`config.mk`:
```
export PLATFORM = sky130hd
export DESIGN_NAME = inst_fetch
export DESIGN_NICKNAME = d
export VERILOG_FILES = /design/src/rtl/inst_fetch.sv
export SDC_FILE = /design/constraint.sdc
export NUM_CORES = 1
export LEC_CHECK = 0
export CAP_MARGIN = 15
export CORE_UTILIZATION = 55
export CTS_BUF_LIST = sky130_fd_sc_hd__clkbuf_8
export DETAILED_ROUTE_END_ITERATION = 10
export GPL_TIMING_DRIVEN = 0
export PLACE_DENSITY_LB_ADDON = 0.05
export SKIP_CTS_REPAIR_TIMING = 1
export SLEW_MARGIN = 15
export SYNTH_ARGS = -nofsm -noshare
export SYNTH_HDL_FRONTEND = slang
export SYNTH_SLANG_ARGS = --single-unit
```
`constraint.sdc`:
```
create_clock -name clk -period 8.95 [get_ports clk]
set_input_delay 1.3425 -clock clk [delete_from_list [all_inputs] [get_ports clk]]
set_output_delay 1.3425 -clock clk [all_outputs]
set_load 0.02 [all_outputs]
```
`src/rtl/inst_fetch.sv`:
```
// inst_fetch: fetch stage between the PC and decode. It keeps at most one imem request
// in flight and feeds decode through a valid/ready register backed by a one-entry skid.
module inst_fetch #(
    parameter int                ADDR_W   = 32,
    parameter int                INST_W   = 32,
    parameter logic [INST_W-1:0] NOP_INST = '0
) (
    input  logic              clk,
    input  logic              rst,
    input  logic [ADDR_W-1:0] pc_address,
    input  logic              alignment_error,
    input  logic              flush,
    output logic              stall_o,
    output logic              imem_req,
    output logic [ADDR_W-1:0] imem_addr,
    input  logic              imem_gnt,
    input  logic              imem_rvalid,
    input  logic [INST_W-1:0] imem_rdata,
    output logic              id_valid,
    input  logic              id_ready,
    output logic [INST_W-1:0] id_inst,
    output logic [ADDR_W-1:0] id_pc,
    output logic              id_exc_adel
);
    typedef enum logic [1:0] {IDLE, REQ, WAIT, HOLD} state_t;

    state_t            state, state_next;
    logic              kill, kill_next;
    logic [ADDR_W-1:0] req_pc;
    logic [INST_W-1:0] skid_inst;
    logic [ADDR_W-1:0] skid_pc;
    logic              out_free, req_take, adel_load, resp_load, skid_load, skid_pop, fire;

    assign out_free  = !id_valid || id_ready;
    assign imem_addr = pc_address;
    assign fire      = (imem_req && imem_gnt) || adel_load;
    assign stall_o   = rst || (!fire && !flush);

    always_ff @(posedge clk) begin
        if (rst) begin
            state <= IDLE;
            kill  <= 1'b0;
        end else begin
            state <= state_next;
            kill  <= kill_next;
        end
    end

    // The skid is only ever occupied in HOLD, so the state doubles as its valid bit.
    always_comb begin
        state_next = state;
        kill_next  = kill;
        imem_req   = 1'b0;
        req_take   = 1'b0;
        adel_load  = 1'b0;
        resp_load  = 1'b0;
        skid_load  = 1'b0;
        skid_pop   = 1'b0;
        case (state)
            IDLE: state_next = REQ;
            REQ: begin
                if (alignment_error) begin
                    adel_load = out_free;
                end else begin
                    imem_req = 1'b1;
                    if (imem_gnt) begin
                        req_take   = 1'b1;
                        kill_next  = flush;
                        state_next = WAIT;
                    end
                end
            end
            WAIT: begin
                if (imem_rvalid) begin
                    kill_next = 1'b0;
                    if (kill || flush) begin
                        state_next = REQ;
                    end else if (out_free) begin
                        resp_load  = 1'b1;
                        state_next = REQ;
                    end else begin
                        skid_load  = 1'b1;
                        state_next = HOLD;
                    end
                end else if (flush) begin
                    kill_next = 1'b1;
                end
            end
            HOLD: begin
                if (flush) begin
                    state_next = REQ;
                end else if (id_ready) begin
                    skid_pop   = 1'b1;
                    state_next = REQ;
                end
            end
            default: state_next = IDLE;
        endcase
        if (rst) begin
            imem_req  = 1'b0;
            adel_load = 1'b0;
        end
    end

    always_ff @(posedge clk) begin
        if (rst) begin
            req_pc <= '0;
        end else if (req_take) begin
            req_pc <= pc_address;
        end
    end

    always_ff @(posedge clk) begin
        if (skid_load) begin
            skid_inst <= imem_rdata;
            skid_pc   <= req_pc;
        end
    end

    // A flush only drops id_valid; the stale payload may linger but is never marked valid.
    always_ff @(posedge clk) begin
        if (rst) begin
            id_valid    <= 1'b0;
            id_inst     <= '0;
            id_pc       <= '0;
            id_exc_adel <= 1'b0;
        end else if (flush) begin
            id_valid <= 1'b0;
        end else if (adel_load) begin
            id_valid    <= 1'b1;
            id_inst     <= NOP_INST;
            id_pc       <= pc_address;
            id_exc_adel <= 1'b1;
        end else if (resp_load) begin
            id_valid    <= 1'b1;
            id_inst     <= imem_rdata;
            id_pc       <= req_pc;
            id_exc_adel <= 1'b0;
        end else if (skid_pop) begin
            id_valid    <= 1'b1;
            id_inst     <= skid_inst;
            id_pc       <= skid_pc;
            id_exc_adel <= 1'b0;
        end else if (id_ready) begin
            id_valid <= 1'b0;
        end
    end

endmodule

```
==> reports/metrics.yaml <==
synthesis:
  yosys_warnings: 0
  ys_seq_elements: 165
  synth_cell_types: 39
  syn_area_per_cell_sq_um: 11.3
  syn_area_sq_mm: 0.00697
  syn-num-nets: 692
  netlist_top_cells_area: "dfxtp_1 (29%), edfxtp_1 (28%), o2bb2ai_2 (6.5%)"
  async_reset_ff_share_pct: 0
  synthesis.instances: 618
  synth_top_area_cell: "dfxtp_1"
  yosys.area.top_type_share_pct: 29.0
  synth_seq_area_share_pct: 56.6
  synth-main-ff-cell: "dfxtp_1"
  synth_edf_count: 64
clocking:
  clk_pin_slew_ns: 0.08
  cts_buffer_depth: 2
  cts_sinks: 165
  insertion_delay_ns: 0.45
  cts-buffers-inserted: 17
  tritoncts: "yes"
  cts_max_level: 4
  root_buffer: "clkbuf_8"
drt:
  final_antenna_net_count: 0
  drc_errors: 0
  wl_per_cell_um: 17.0
  drt_iter0_drc: 387
  wl_met2_um: 8420
  dr_wl_met3_um: 1140
  num_vias: 5490
  vias_per_cell: 5.55
  met1_length_um: 6940
  drt_first_pass_iters: 5
  wl_um: 16900
  top_layer: "met4"
setup_path:
  reg2reg_from: "state[1]"
  rr_endpoint: "skid_pc[10]"
  critPathMaxFanout: 10
  cp-startpoint: "rst"
  r2r_setup_slack_ns: 6.62
  worstRegToRegCells: 5
  cp-start-kind: "primary input"
  crit_path_end: "stall_o"
  end_kind: "output port"
  critPathKind: "primary input to output port"
  crit_required_ns: 7.61
  cp.arrival_ns: 3.57
outcome:
  outcome: "finished, final reports clean"
sta:
  fin_skew_ns: 0.0105
  finalSetupTns_ns: 0
  setup_viol: 0
  rsz0062_at_grt: "no"
  fin_crit_ns: 4.92
  fin_crit_sh_pct: 54.9
  slew_headroom_pct: 60.7
  finalMaxSlewViolations: 0
  hold_violations: 0
  fmax_mhz: 203
  max_slew.worst_pin.slew_ns: 0.590
place:
  routabilityCongestion: 0.823
  dpl.cell_count: 957
  hpwl_um: 11700
  io_buffers: 169
floorplan:
  start_util_pct: 57.3
  io_pins: 171
  coreArea_sq_mm: 0.0122
  dieHeight_um: 115
  rows: 40
  die_area_sq_mm: 0.0131
  die_w_um: 115
global_routing:
  antenna_found_initial: 0
  grt.total_usage_pct: 26.9
  grt_pass1_vias: 5541
  grt_max_degree: 29
  grt_pass1_wl_um: 27100
  gr-total-overflow: 0
power:
  irDropWorstVdd_mv: 0.104
  p_per_area_mw_per_mm2: 155
  p_leak_nw: 3.50
layout:
  fin_util_pct: 76.4
  nFillCells: 892
  final_cells: 989
  nets: 882
  final_layout_size_suffix_gt1_share_pct: 14.4
  area_delta_synth_final_pct: 33.3
  antenna_cells: 0
job:
  drv_cap: 0
hold_path:
  holdPathStages: 0
  hold_class: "flip-flop to flip-flop"
## cell type report
cell class	instances	area [sq um]	area share, %
Inverter	4	15.0	0.162
Multi-Input combinational cell	368	2530	27.3
Clock buffer	18	248	2.67
Sequential cell	165	3940	42.5
Clock inverter	14	121	1.31
Timing Repair Buffer	171	1730	18.6
Buffer	81	487	5.24
Tap cell	168	210	2.26
## synthesized netlist by cell type (2+ instances only)
library cell / number
buf_4: 39
o2bb2ai_1: 3
edfxtp_1: 64
a21oi_1: 35
and3b_1: 2
ha_1: 3
a32o_1: 32
nand3_1: 65
o21ai_0: 35
mux2i_1: 32
o2bb2ai_2: 30
clkbuf_1: 28
nor2_1: 6
buf_2: 11
buf_6: 3
or2_2: 3
nand2b_1: 35
dfxtp_1: 101
nand2_1: 67
nor3_1: 2
inv_1: 4
## worst max-delay path, cell delays in order
cell,delay [ns]
clkdlybuf4s50_1,0.56
and3b_1,0.19
buf_2,0.18
nand2_1,0.25
buf_2,0.28
a21o_1,0.16
clkdlybuf4s50_1,0.60
## worst min path at each step
stage / startpoint / endpoint
final: req_pc[18] / skid_pc[18]
after global routing: req_pc[18] / skid_pc[18]
after CTS: req_pc[18] / skid_pc[18]
after detailed placement: req_pc[18] / skid_pc[18]
after global placement: req_pc[31] / skid_pc[31]
after floorplan: req_pc[0] / skid_pc[0]
## sequential cells by signal, summed over array words and instances, names as in the netlist
register / flops
state: 2
kill: 1
skid_inst: 32
req_pc: 32
id_inst: 32
id_exc_adel: 1
skid_pc: 32
id_valid: 1
id_pc: 32
## placed cells by master (no fill, tap or decap), types with 2 or more instances in the layout
master	count
clkbuf_8	18
inv_1	8
edfxtp_1	64
o2bb2ai_1	3
clkbuf_1	28
nor3_1	2
a21oi_1	35
a32o_1	32
nand2b_1	35
ha_1	3
nand2_1	67
o21ai_0	35
buf_12	2
clkinv_2	4
o2bb2ai_2	30
buf_2	11
buf_4	39
clkdlybuf4s50_1	169
bufinv_16	2
nand3_1	65
buf_6	3
clkinvlp_4	3
and3b_1	2
mux2i_1	32
or2_2	3
dfxtp_1	101
nor2_1	5
## where the power goes
part           leakage, nW  internal, mW  switching, mW  total, mW
clock                0.197         0.248          0.256      0.504
sequential            1.44         0.786        0.00639      0.792
combinational         1.86        0.0733         0.0680      0.141
## per-layer routing
layer	vias up	track usage [%]
met5	-	0
met1	2633	32.5
met4	0	11.7
met3	28	6.19
met2	226	46.0
li1	2603	-
## cells by family after synthesis
| group | count (synthesis) | share of synthesized area, % |
|---|---|---|
| compound gates | 145 | 17.6 |
| fa+ha+maj | 3 | 0.538 |
| simple gates | 188 | 13.5 |
| flops | 165 | 56.6 |
| mux | 32 | 4.59 |
| buf+inv | 85 | 7.20 |
## per-stage QoR
step           cell area, sq um  power [mW]  setup slack (ns)  hold WS, ns
2_1_floorplan              6970       0.876              3.81        0.430
3_3_place_gp               8870       0.947              1.77        0.434
3_5_place_dp               8920       0.950              4.06        0.439
4_1_cts                    9290        1.45              4.05        0.459
5_1_grt                    9290        1.49              3.93        0.467
6_report                   9290        1.44              4.03        0.459
No activity file was read; power rests on OpenSTA's default activity.
